===== src/rtl/package_settings.sv =====
// Shared sizes and types for the filter/peak-detection slice.
package package_settings;

    localparam int SIZE_ADC_DATA    = 13;
    localparam int SIZE_FILTER_DATA = 15;

    typedef enum logic [1:0] {
        IDLE,
        WAIT_PEAK,
        SEARCH,
        HOLDOFF
    } peak_state_t;

    // "time" is reserved in SystemVerilog, so the timestamp field is ts
    typedef struct packed {
        logic signed [SIZE_FILTER_DATA:0] amp;
        logic [31:0]                      ts;
        logic                             pileup;
    } evt_t;

endpackage


===== src/rtl/event_fifo.sv =====
// First-word-fall-through event FIFO with a saturating drop counter.
module event_fifo
    import package_settings::*;
#(
    parameter int unsigned DEPTH = 4
) (
    input  logic        clk,
    input  logic        reset,
    input  logic        push,
    input  evt_t        push_evt,
    input  logic        pop_ready,
    output logic        valid,
    output evt_t        head,
    output logic [15:0] drop_cnt
);

    // DEPTH must be a power of 2 (>= 2); the extra pointer bit marks wrap
    localparam int unsigned AW = $clog2(DEPTH);

    evt_t          mem [DEPTH];
    logic [AW:0]   wr_ptr;
    logic [AW:0]   rd_ptr;
    logic          full;
    logic          empty;
    logic          pop;
    logic          accept;
    logic          drop;

    assign empty  = (wr_ptr == rd_ptr);
    assign full   = (wr_ptr[AW] != rd_ptr[AW]) &&
                    (wr_ptr[AW-1:0] == rd_ptr[AW-1:0]);
    assign valid  = ~empty;
    assign pop    = valid & pop_ready;
    assign accept = push & (~full | pop);
    assign drop   = push & full & ~pop;
    assign head   = valid ? mem[rd_ptr[AW-1:0]] : '0;

    always_ff @(posedge clk) begin
        if (accept) begin
            mem[wr_ptr[AW-1:0]] <= push_evt;
        end
    end

    always_ff @(posedge clk or negedge reset) begin
        if (!reset) begin
            wr_ptr   <= '0;
            rd_ptr   <= '0;
            drop_cnt <= '0;
        end else begin
            if (accept) begin
                wr_ptr <= wr_ptr + (AW+1)'(1);
            end
            if (pop) begin
                rd_ptr <= rd_ptr + (AW+1)'(1);
            end
            if (drop && (drop_cnt != '1)) begin
                drop_cnt <= drop_cnt + 16'd1;
            end
        end
    end

endmodule


===== src/rtl/filter_peak_ctrl.sv =====
// Rising-edge trigger, delayed peak search over the filter output, and
// queuing of {amp, timestamp, pile-up} events.
module filter_peak_ctrl
    import package_settings::*;
#(
    parameter int unsigned PEAK_WAIT   = 16,
    parameter int unsigned SEARCH_LEN  = 8,
    parameter int unsigned HOLDOFF_LEN = 32,
    parameter int unsigned FIFO_DEPTH  = 4
) (
    input  logic                           clk,
    input  logic                           reset,
    input  logic                           enable,
    input  logic [SIZE_ADC_DATA:0]         threshold,
    input  logic [SIZE_ADC_DATA:0]         adc_data,
    input  logic signed [SIZE_FILTER_DATA:0] filter_data,
    output logic                           evt_valid,
    input  logic                           evt_ready,
    output logic signed [SIZE_FILTER_DATA:0] evt_amp,
    output logic [31:0]                    evt_time,
    output logic                           evt_pileup,
    output logic                           busy,
    output logic [15:0]                    drop_cnt
);

    localparam int unsigned MAX_LEN =
        (PEAK_WAIT > SEARCH_LEN) ?
            ((PEAK_WAIT > HOLDOFF_LEN) ? PEAK_WAIT : HOLDOFF_LEN) :
            ((SEARCH_LEN > HOLDOFF_LEN) ? SEARCH_LEN : HOLDOFF_LEN);
    localparam int unsigned CW = $clog2(MAX_LEN + 1);

    peak_state_t                     state;
    peak_state_t                     state_next;
    logic [CW-1:0]                   cnt;
    logic [CW-1:0]                   cnt_next;
    logic [SIZE_ADC_DATA:0]          adc_prev;
    logic signed [SIZE_ADC_DATA+1:0] diff;
    logic                            trig;
    logic [31:0]                     ts;
    logic [31:0]                     evt_ts;
    logic [31:0]                     evt_ts_next;
    logic signed [SIZE_FILTER_DATA:0] max_amp;
    logic signed [SIZE_FILTER_DATA:0] max_next;
    logic                            pileup;
    logic                            pileup_next;
    logic                            push;
    evt_t                            push_evt;
    evt_t                            head;

    assign diff = $signed({1'b0, adc_data}) - $signed({1'b0, adc_prev});
    assign trig = diff > $signed({1'b0, threshold});
    assign busy = (state != IDLE);

    always_ff @(posedge clk or negedge reset) begin
        if (!reset) begin
            adc_prev <= '0;
            ts       <= '0;
            state    <= IDLE;
            cnt      <= '0;
            evt_ts   <= '0;
            max_amp  <= '0;
            pileup   <= 1'b0;
        end else begin
            adc_prev <= adc_data;
            ts       <= ts + 32'd1;
            state    <= state_next;
            cnt      <= cnt_next;
            evt_ts   <= evt_ts_next;
            max_amp  <= max_next;
            pileup   <= pileup_next;
        end
    end

    always_comb begin
        state_next  = state;
        cnt_next    = cnt + CW'(1);
        evt_ts_next = evt_ts;
        max_next    = max_amp;
        pileup_next = pileup;
        push        = 1'b0;

        if (!enable) begin
            state_next = IDLE;
            cnt_next   = '0;
        end else begin
            case (state)
                IDLE: begin
                    cnt_next = '0;
                    if (trig) begin
                        state_next  = WAIT_PEAK;
                        evt_ts_next = ts;
                        pileup_next = 1'b0;
                    end
                end
                WAIT_PEAK: begin
                    pileup_next = pileup | trig;
                    if (cnt == CW'(PEAK_WAIT - 1)) begin
                        state_next = SEARCH;
                        cnt_next   = '0;
                    end
                end
                SEARCH: begin
                    pileup_next = pileup | trig;
                    // strict > keeps the earlier sample on ties
                    if ((cnt == '0) || (filter_data > max_amp)) begin
                        max_next = filter_data;
                    end
                    if (cnt == CW'(SEARCH_LEN - 1)) begin
                        push       = 1'b1;
                        state_next = HOLDOFF;
                        cnt_next   = '0;
                    end
                end
                HOLDOFF: begin
                    if (cnt == CW'(HOLDOFF_LEN - 1)) begin
                        state_next = IDLE;
                        cnt_next   = '0;
                    end
                end
                default: begin
                    state_next = IDLE;
                    cnt_next   = '0;
                end
            endcase
        end
    end

    // The pushed event includes the final search sample and a trig seen on it
    assign push_evt = '{amp: max_next, ts: evt_ts, pileup: pileup_next};

    event_fifo #(
        .DEPTH(FIFO_DEPTH)
    ) u_event_fifo (
        .clk      (clk),
        .reset    (reset),
        .push     (push),
        .push_evt (push_evt),
        .pop_ready(evt_ready),
        .valid    (evt_valid),
        .head     (head),
        .drop_cnt (drop_cnt)
    );

    assign evt_amp    = head.amp;
    assign evt_time   = head.ts;
    assign evt_pileup = head.pileup;

endmodule


===== config.mk =====
export PLATFORM = sky130hd
export DESIGN_NAME = filter_peak_ctrl
export DESIGN_NICKNAME = d
export VERILOG_FILES = /design/src/rtl/package_settings.sv /design/src/rtl/event_fifo.sv /design/src/rtl/filter_peak_ctrl.sv
export SDC_FILE = /design/constraint.sdc
export NUM_CORES = 1
export LEC_CHECK = 0
export CORE_ASPECT_RATIO = 0.8
export CORE_UTILIZATION = 42
export DETAILED_ROUTE_END_ITERATION = 7
export PLACE_DENSITY = 0.66
export RECOVER_POWER = 25
export SLEW_MARGIN = 20
export SYNTH_ARGS = -nofsm -noshare
export SYNTH_HDL_FRONTEND = slang
export SYNTH_SLANG_ARGS = --single-unit

===== constraint.sdc =====
create_clock -name clk -period 4.2 [get_ports clk]
set_clock_uncertainty 0.05 [all_clocks]
set_input_delay 0.63 -clock clk [delete_from_list [all_inputs] [get_ports clk]]
set_output_delay 0.63 -clock clk [all_outputs]
set_load 0.05 [all_outputs]

==> results.ini, run 1 <==
[sta]
slew_headroom_pct = -12.4
timing.final.crit_share_pct = 95.8
final-max-slew-violation-count = 63
period_minus_slack_ns = 4.02
final_hold_viol_count = 0
max_freq_mhz = 249
tightest_slew_ns = 1.69
fin_tns_setup_ns = 0
finalSetupViolCount = 0
layout_setup_ws_ns = 0.176
rsz0062_at_grt = false

[global_routing]
grt_util_all_layers_pct = 17.1
busiest_layer = met1
antenna_found_initial = 0
grt_max_degree = 64
overflow = 0
use_met2_pct = 25.6
grt_pass1_wl_mm = 44.6
use_met1_pct = 25.6
grt_use_met3_pct = 3.10
grt_pass1_vias = 8045

[power]
ir_worst_vdd_v = 0.000264
power_density_nw_per_um2 = 544
p_leak_nw = 7.08

[cells_and_area]
final_cell_area_sq_um = 17200
drive_gt1_share_pct = 20.1
antenna_cells = 0
area_growth_pct = 22.8
final_nets = 1192
layout.cells.non_filler = 1538

[floorplan]
dieArea_sq_um = 34200
placementRows = 59
io_pins = 115
coreArea_sq_um = 32700
initial_utilization_pct = 42.9
die_y_um = 165
fp.dieW_um = 206

[worst_hold_path]
hold_class = input port to flop
min_to = adc_prev[0]$_DFF_PN0_
hold_depth = 1
min_from = adc_data[0]

[clock_network]
cts_inserted_buffers = 34
cts_hold_buf = 0
ctsRootBufferMaster = clkbuf_16
cts_tree = done
clock-sinks = 321
h-tree-depth = 2
clkLatencyLatePin_ns = 0.53
clkTransAtPathRegs_ns = 0.06
clock_path_buffers = 3

[routing]
drc = 17
num_vias = 7942
drtIter0Drc = 479
drtPass1Iterations = 6
avgRoutedWirePerCell_um = 18.2
via_per_inst = 5.16
drt_wl_total_mm = 28.0
ant_nets = 0

[placed_design]
place.gp.congestion = 0.850
place_hpwl_mm = 17.7
port_buffers = 114
place_ws_ns = -0.530
dp.cells = 1471
dpl_cell_area_sq_um = 16000

[worst_setup_path]
path_class = input port to flop
worstPathCellList = clkdlybuf4s50_1, ha_1, o21a_1, o31a_1, o41ai_4, o21ai_1, buf_4, a31oi_2, xnor2_1, ha_1, nand3_2, nor2_2, o31ai_2, a211oi_2, nand4_1, buf_6, clkbuf_16, mux2_2
critical_path_buf_inv_count = 4
rrSetupSlack_ns = 0.20
worst_r2r_path_depth = 18
worst_setup_path_end_kind = flop
r2r_end = evt_ts[30]$_DFFE_PN0P_
worstPathArrival_ns = 4.38
path_max_fanout = 8
critPathMostFrequentCell = ha_1
cpPeakStageDelay_ns = 0.42
required_ns = 4.56
timing.rr.start = adc_prev[2]$_DFF_PN0_
crit_family = compound AO/OA/AOI/OAI gates
slowest_stage = clkdlybuf4s50_1
startpoint_type = input port

[synthesis]
yosysTopAreaCellShare_pct = 41.9
avgSynthCellArea_sq_um = 15.3
synth_fp_nets = 1023
synth-warning-count = 0
synthCells = 916
ys_async_sr_fraction_pct = 38.9
synthFlopType = edfxtp_1
ys_ff_latch = 321
synth_area_leader_cell = edfxtp_1
ys_seq_area_share_pct = 64.2
synthesis.area_sq_um = 14000
synth_cell_types = 55
synth_edf_count = 196
yosys-top-cells-area = edfxtp_1 42%, dfrtp_1 22%, mux4_2 7.9%

[outcome]
status = finished with violations
violations = design-rule violations, max-capacitance violations, max-slew violations

[flow_run]
cap_violations = 1

[cell type report]
cell class	instances	area (sq um)
Inverter	66	248
Clock inverter	21	178
Fill cell	2727	15500
Clock buffer	41	917
Tap cell	427	534
Sequential cell	321	9020
Timing Repair Buffer	156	1570
Multi-Input combinational cell	506	4770
[layout by cell type (no fill, tap or decap), types with 7 or more instances in the layout]
master / netlist / routed
nand4_1: 16 / 16
edfxtp_1: 196 / 196
dfrtp_1: 125 / 123
mux4_2: 49 / 49
ha_1: 58 / 56
clkdlybuf4s50_1: 0 / 99
mux2_2: 40 / 40
dlygate4sd3_1: 0 / 9
nor2b_1: 57 / 56
o21ai_0: 12 / 10
clkbuf_16: 0 / 36
nor2_1: 30 / 28
mux2_4: 10 / 10
nand3_1: 32 / 31
xor2_1: 17 / 17
clkinv_1: 0 / 7
and3_1: 10 / 10
nand2_1: 31 / 31
xnor2_1: 45 / 45
buf_4: 0 / 34
a21oi_1: 21 / 19
inv_1: 66 / 66
[power by group]
group,internal [W],leakage [nW],total [W],switching [W]
clock,0.00170,0.541,0.00295,0.00125
combinational,0.00110,2.86,0.00265,0.00155
sequential,0.00364,3.68,0.00378,0.000147
[registers in the layout, summed over array words and instances (netlist names)]
signal and count:
cnt 6, evt_ts 32, max_amp 16, u_event_fifo.wr_ptr 3, state 2, ts 32, u_event_fifo.mem 196, adc_prev 14
u_event_fifo.rd_ptr 3, u_event_fifo.drop_cnt 16, pileup 1
[logic make-up (layout without fill, tap and decap cells)]
logic type / count (synthesis) / after routing / synth area share, %
mux: 102 / 102 / 12.4
fa+ha+maj: 59 / 59 / 5.31
buf+inv: 89 / 284 / 2.47
xor+xnor: 62 / 62 / 3.87
simple gates: 207 / 207 / 7.98
flops: 321 / 321 / 64.2
compound gates: 76 / 76 / 3.78
[cell usage after synthesis (3+ instances only)]
library cell    n
and4_1          5
and2_1          6
a211oi_1        6
clkbuf_1       14
nand2b_1        3
o31ai_1         3
o21a_1          6
nor3_1          6
o21ai_0        12
nor3b_1         3
a311o_1         3
mux4_2         49
mux2_2         40
edfxtp_1      196
mux2i_1         3
xor2_1         17
a21oi_1        21
nand4_1        16
dfrtp_1       125
ha_1           58
nor2_1         30
inv_1          66
mux2_4         10
buf_1           4
nand3_1        32
a31oi_1         4
xnor2_1        45
a21o_1          6
nor2b_1        57
and3_1         10
nand2_1        31
buf_2           4
[repair_timing]
item / CTS / global route
buffers inserted: 0 / 2
pin swaps: 0 / 16
gates resized for setup: 2 / 23
endpoints found under the setup margin: 5 / 39
gates cloned: 0 / 3
[through the flow]
step	power, W	util (%)	hold slack [ns]
global placement	0.00644	48.8	0.417
detailed placement	0.00648	48.8	0.416
finish	0.00938	52.7	0.198
global route	0.00985	52.7	0.198
CTS	0.00946	52.2	0.186
floorplan	0.00565	-	0.284
[worst max-delay path by stage]
stage,cells past startpoint,endpoint,slack (ns),startpoint
floorplan,17,evt_ts[10]$_DFFE_PN0P_,0.17,adc_data[0]
detailed placement,19,evt_ts[24]$_DFFE_PN0P_,-0.53,adc_data[0]
global route,18,evt_ts[0]$_DFFE_PN0P_,0.006,adc_data[3]
global placement,19,evt_ts[26]$_DFFE_PN0P_,-0.42,adc_data[0]
CTS,19,evt_ts[16]$_DFFE_PN0P_,0.04,adc_data[0]
finish,18,evt_ts[30]$_DFFE_PN0P_,0.18,adc_data[3]
[routing by layer]
metal,routed length [um],share of wire (%)
met5,0,0
met4,498,1.8
met3,1200,4.3
met2,12400,44
met1,13900,50
Note: power is estimated with default switching activity, not from simulation.
==> inputs of run 2 (changes only) <==
--- a/config.mk
+++ b/config.mk
@@ -6,9 +6,10 @@
 export NUM_CORES = 1
 export LEC_CHECK = 0
 export CORE_ASPECT_RATIO = 0.8
-export CORE_UTILIZATION = 42
+export CORE_UTILIZATION = 30
+export CTS_BUF_LIST = sky130_fd_sc_hd__clkbuf_8
 export DETAILED_ROUTE_END_ITERATION = 7
-export PLACE_DENSITY = 0.66
+export PLACE_DENSITY = 0.52
 export RECOVER_POWER = 25
 export SLEW_MARGIN = 20
 export SYNTH_ARGS = -nofsm -noshare
==> results.ini, run 2 (synthesized netlist as in run 1, its figures left out) <==
[clock_network]
cts_tree = done
cts_inserted_buffers = 53
clkTransAtPathRegs_ns = 0.06
cts_hold_buf = 0
clock_path_buffers = 3
clock-sinks = 321
ctsRootBufferMaster = clkbuf_8
clkLatencyLatePin_ns = 0.59
h-tree-depth = 2

[floorplan]
io_pins = 115
placementRows = 70
coreArea_sq_um = 45900
initial_utilization_pct = 30.6
fp.dieW_um = 244
die_y_um = 195
dieArea_sq_um = 47700

[sta]
fin_tns_setup_ns = 0
layout_setup_ws_ns = 0.177
finalSetupViolCount = 0
max_freq_mhz = 249
period_minus_slack_ns = 4.02
timing.final.crit_share_pct = 95.8
tightest_slew_ns = 1.68
hold_ws_ns = 0.300
final_hold_viol_count = 0
final-max-slew-violation-count = 59
slew_headroom_pct = -11.8

[worst_hold_path]
hold_class = input port to flop

[outcome]
status = finished with violations
violations = max-capacitance violations, max-slew violations

[global_routing]
grt_util_all_layers_pct = 12.8
overflow = 0
grt_pass1_vias = 8271
grt_max_degree = 68
grt_pass1_wl_mm = 47.6
antenna_found_initial = 0

[routing]
drt_wl_total_mm = 30.6
drtIter0Drc = 453
avgRoutedWirePerCell_um = 17.3
wl_met2_mm = 13.7
m1WireLength_mm = 15.1
via_per_inst = 4.54
drtPass1Iterations = 4
ant_nets = 0
num_vias = 8028
dr.max_layer_used = met4
wl_met3_mm = 1.27
drc = 0

[placed_design]
place_ws_ns = -0.575
place_hpwl_mm = 19.7
port_buffers = 114
place.gp.congestion = 0.808

[worst_setup_path]
slowest_stage = clkdlybuf4s50_1
rrSetupSlack_ns = 0.33
startpoint_type = input port
required_ns = 4.61
worstPathCellList = clkdlybuf4s50_1, ha_1, nor2b_2, o31a_1, o41ai_4, buf_4, inv_1, a21oi_1, xnor2_1, ha_1, nand4_1, nor2_2, o31ai_2, a211oi_2, nand4_1, buf_6, clkbuf_16, mux2_2
path_class = input port to flop
critical_path_buf_inv_count = 5
crit_family = compound AO/OA/AOI/OAI gates
cpPeakStageDelay_ns = 0.42
worst_setup_path_end_kind = flop
worstPathArrival_ns = 4.44
path_max_fanout = 8

[flow_run]
cap_violations = 1

[cells_and_area]
largest_reg_flops = 196
mostFrequentLayoutCells = 196 x edfxtp_1, 123 x dfrtp_1, 102 x clkdlybuf4s50_1
area_growth_pct = 25.0
final_common_cell = edfxtp_1
final_nets = 1220
antenna_cells = 0
drive_gt1_share_pct = 21.2

[power]
ir_worst_vdd_v = 0.000383
power_density_nw_per_um2 = 529
p_leak_nw = 7.20
p_clk_share_pct = 30.2
p_switching_w = 0.00298
p_seq_share_pct = 41.0
comb_power_share_pct = 28.8
sw_frac_of_total_pct = 32.2
intPower_w = 0.00630

## run 2: changes by cell type in the layout (fill, tap and decap cells not counted), sizes merged
cell           change
inv               +18
clkbuf            +15
buf                +7
bufinv             +3
clkdlybuf4s50      +3
clkdlybuf4s25      -1
clkinv             +1
clkinvlp           +1
dlygate4sd3        +1
dlymetal6s2s       -1
## run 2: power groups by stage
stage / logic [W] / clock network, W / registers [W]
floorplan: 0.00188 / 0 / 0.00376
global placement: 0.00267 / 0 / 0.00387
detailed placement: 0.00267 / 0 / 0.00388
CTS: 0.00269 / 0.00291 / 0.00382
global route: 0.00290 / 0.00303 / 0.00385
finish: 0.00267 / 0.00280 / 0.00381
## run 2: worst paths after layout
check	depth (start not counted)	to	from
hold reg to reg	1	ts[31]$_DFF_PN0_	ts[31]$_DFF_PN0_
setup / recovery	18	evt_ts[10]$_DFFE_PN0P_	adc_data[2]
max in group asynchronous	1	u_event_fifo.rd_ptr[0]$_DFFE_PN0P_	reset
min in group asynchronous	1	adc_prev[1]$_DFF_PN0_	reset
hold / removal	1	adc_prev[0]$_DFF_PN0_	adc_data[0]
setup reg to reg	18	evt_ts[10]$_DFFE_PN0P_	adc_prev[2]$_DFF_PN0_
## run 2: through the flow
| step | area [sq um] | util [%] | instances | total power [W] |
|---|---|---|---|---|
| 2_1_floorplan | 14000 | - | 916 | 0.00565 |
| 3_3_place_gp | 16300 | 35.5 | 1665 | 0.00654 |
| 3_5_place_dp | 16300 | 35.5 | 1665 | 0.00655 |
| 4_1_cts | 17400 | 37.9 | 1765 | 0.00942 |
| 5_1_grt | 17500 | 38.2 | 1770 | 0.00977 |
| 6_report | 17500 | 38.2 | 1770 | 0.00928 |
## run 2: layout make-up
class | instances | area (sq um)
Tap cell | 612 | 766
Multi-Input combinational cell | 506 | 4780
Fill cell | 4369 | 28300
Sequential cell | 321 | 9020
Clock buffer | 56 | 771
Timing Repair Buffer | 165 | 1650
Clock inverter | 44 | 319
Inverter | 66 | 248
## run 2: repair_timing
| item | CTS | global route |
|---|---|---|
| gates resized for setup | 0 | 20 |
| endpoints found under the setup margin | 0 | 39 |
| setup buffers | 0 | 3 |
## run 2: per-layer routing
layer  vias to the layer above  GRT usage [%]
met1                      4046           18.7
met2                       135           19.2
met4                         0           3.84
met3                        49           2.43
li1                       3798              -
met5                         -              0
==> inputs of run 3 (changes only) <==
--- a/config.mk
+++ b/config.mk
@@ -9,7 +9,6 @@
 export CORE_UTILIZATION = 30
 export CTS_BUF_LIST = sky130_fd_sc_hd__clkbuf_8
 export DETAILED_ROUTE_END_ITERATION = 7
-export PLACE_DENSITY = 0.52
 export RECOVER_POWER = 25
 export SLEW_MARGIN = 20
 export SYNTH_ARGS = -nofsm -noshare
==> results.ini, run 3 (synthesized netlist as in run 1, its figures left out) <==
[outcome]
status = completed

[floorplan]
coreArea_sq_um = 45900
initial_utilization_pct = 30.6
dieArea_sq_um = 47700
placementRows = 70
die_y_um = 195
fp.dieW_um = 244
io_pins = 115

[cells_and_area]
fill_cells = 4342
mostFrequentLayoutCells = 196 x edfxtp_1, 123 x dfrtp_1, 103 x clkdlybuf4s50_1
final_nets = 1218
final_common_cell = edfxtp_1
largest_reg_flops = 196
antenna_cells = 0
area_growth_pct = 24.3
drive_gt1_share_pct = 21.1

[routing]
num_vias = 8091
avgRoutedWirePerCell_um = 16.7
via_per_inst = 4.57
ant_nets = 0
drt_wl_total_mm = 29.6
drc = 0
drtPass1Iterations = 4
drtIter0Drc = 473

[worst_setup_path]
startpoint_type = input port
required_ns = 4.64
worst_setup_path_end_kind = flop
worst_r2r_path_depth = 18
worstPathArrival_ns = 4.47
rrSetupSlack_ns = 0.24
path_max_fanout = 16
path_class = input port to flop

[clock_network]
cts_inserted_buffers = 54
clkTransAtPathRegs_ns = 0.06
clock-sinks = 321
clock_path_buffers = 3
h-tree-depth = 2
clkLatencyLatePin_ns = 0.63
ctsRootBufferMaster = clkbuf_8
cts_tree = done

[placed_design]
place.gp.congestion = 0.802
place_ws_ns = -0.671
place_hpwl_mm = 19.5
port_buffers = 114

[sta]
fin_tns_setup_ns = 0
slew_headroom_pct = 44.0
final_hold_viol_count = 0
max_freq_mhz = 248
period_minus_slack_ns = 4.03
layout_setup_ws_ns = 0.168
timing.final.crit_share_pct = 96.0
tightest_slew_ns = 0.840
finalSetupViolCount = 0
final-max-slew-violation-count = 0

[worst_hold_path]
hold_class = input port to asynchronous set/reset pin

[power]
p_leak_nw = 7.21
power_density_nw_per_um2 = 529
ir_worst_vdd_v = 0.000347

[global_routing]
grt_pass1_wl_mm = 47.1
grt_pass1_vias = 8418
antenna_found_initial = 0
grt_max_degree = 68
overflow = 0
grt_util_all_layers_pct = 12.7

[flow_run]
cap_violations = 0

==> run 3: worst paths after layout <==
check	start	to
worst min register to register	ts[31]$_DFF_PN0_	ts[31]$_DFF_PN0_
max in group asynchronous	reset	evt_ts[26]$_DFFE_PN0P_
min in group clk	adc_data[0]	adc_prev[0]$_DFF_PN0_
worst min-delay path	reset	adc_prev[2]$_DFF_PN0_
worst max register to register	adc_prev[2]$_DFF_PN0_	evt_ts[16]$_DFFE_PN0P_
worst max-delay path	adc_data[2]	evt_ts[16]$_DFFE_PN0P_
==> run 3: repair_timing <==
item | in CTS | in global routing
pin swaps | 0 | 12
hold buffers | 0 | 0
hold endpoints to repair | 0 | 0
buffers inserted | 0 | 4
gates cloned | 0 | 1
endpoints found under the setup margin | 25 | 39
resized for setup | 1 | 17
==> run 3: worst max-delay path, stage by stage <==
cell and delay (ns):
clkdlybuf4s50_1 0.43, ha_1 0.31, nor2b_2 0.17, o31a_1 0.34, o41ai_4 0.41, buf_4 0.18
inv_1 0.05, a21oi_2 0.13, xnor2_1 0.09, ha_1 0.29, nand4_1 0.16, nor2_1 0.18
o31ai_2 0.10, a211oi_2 0.23, nand4_1 0.14, buf_6 0.17, clkbuf_16 0.18, mux2_2 0.27
==> run 3: stage by stage <==
step,std cells,cell area (sq um),hold WS [ns],utilization (%),total power (W)
floorplan,916,14000,0.284,-,0.00565
global placement,1662,16200,0.412,35.4,0.00651
detailed placement,1662,16200,0.414,35.4,0.00653
CTS,1764,17300,0.0187,37.7,0.00936
global route,1769,17400,0.0718,38.0,0.00973
finish,1769,17400,0.0342,38.0,0.00923
==> run 3: cell type report <==
class	instances	area, sq um	area share (%)
clock buffers	61	840	4.81
clock inverters	41	255	1.46
inverters	66	248	1.42
multi-input cells	506	4750	27.2
flip-flops and latches	321	9020	51.7
well taps	612	766	4.39
repair buffers	162	1570	9.00
==> run 3: power breakdown <==
group	internal, W	switching (W)
sequential	0.00364	0.000181
combinational	0.00110	0.00153
clock	0.00152	0.00126
total	0.00626	0.00297
==> run 3: per-layer routing <==
layer	vias up	part of all wire, %	global-route usage, %
li1	3797	-	-
met3	52	5.6	3.30
met4	0	2.2	4.17
met5	-	0	0
met1	4068	47	17.4
met2	174	45	19.5
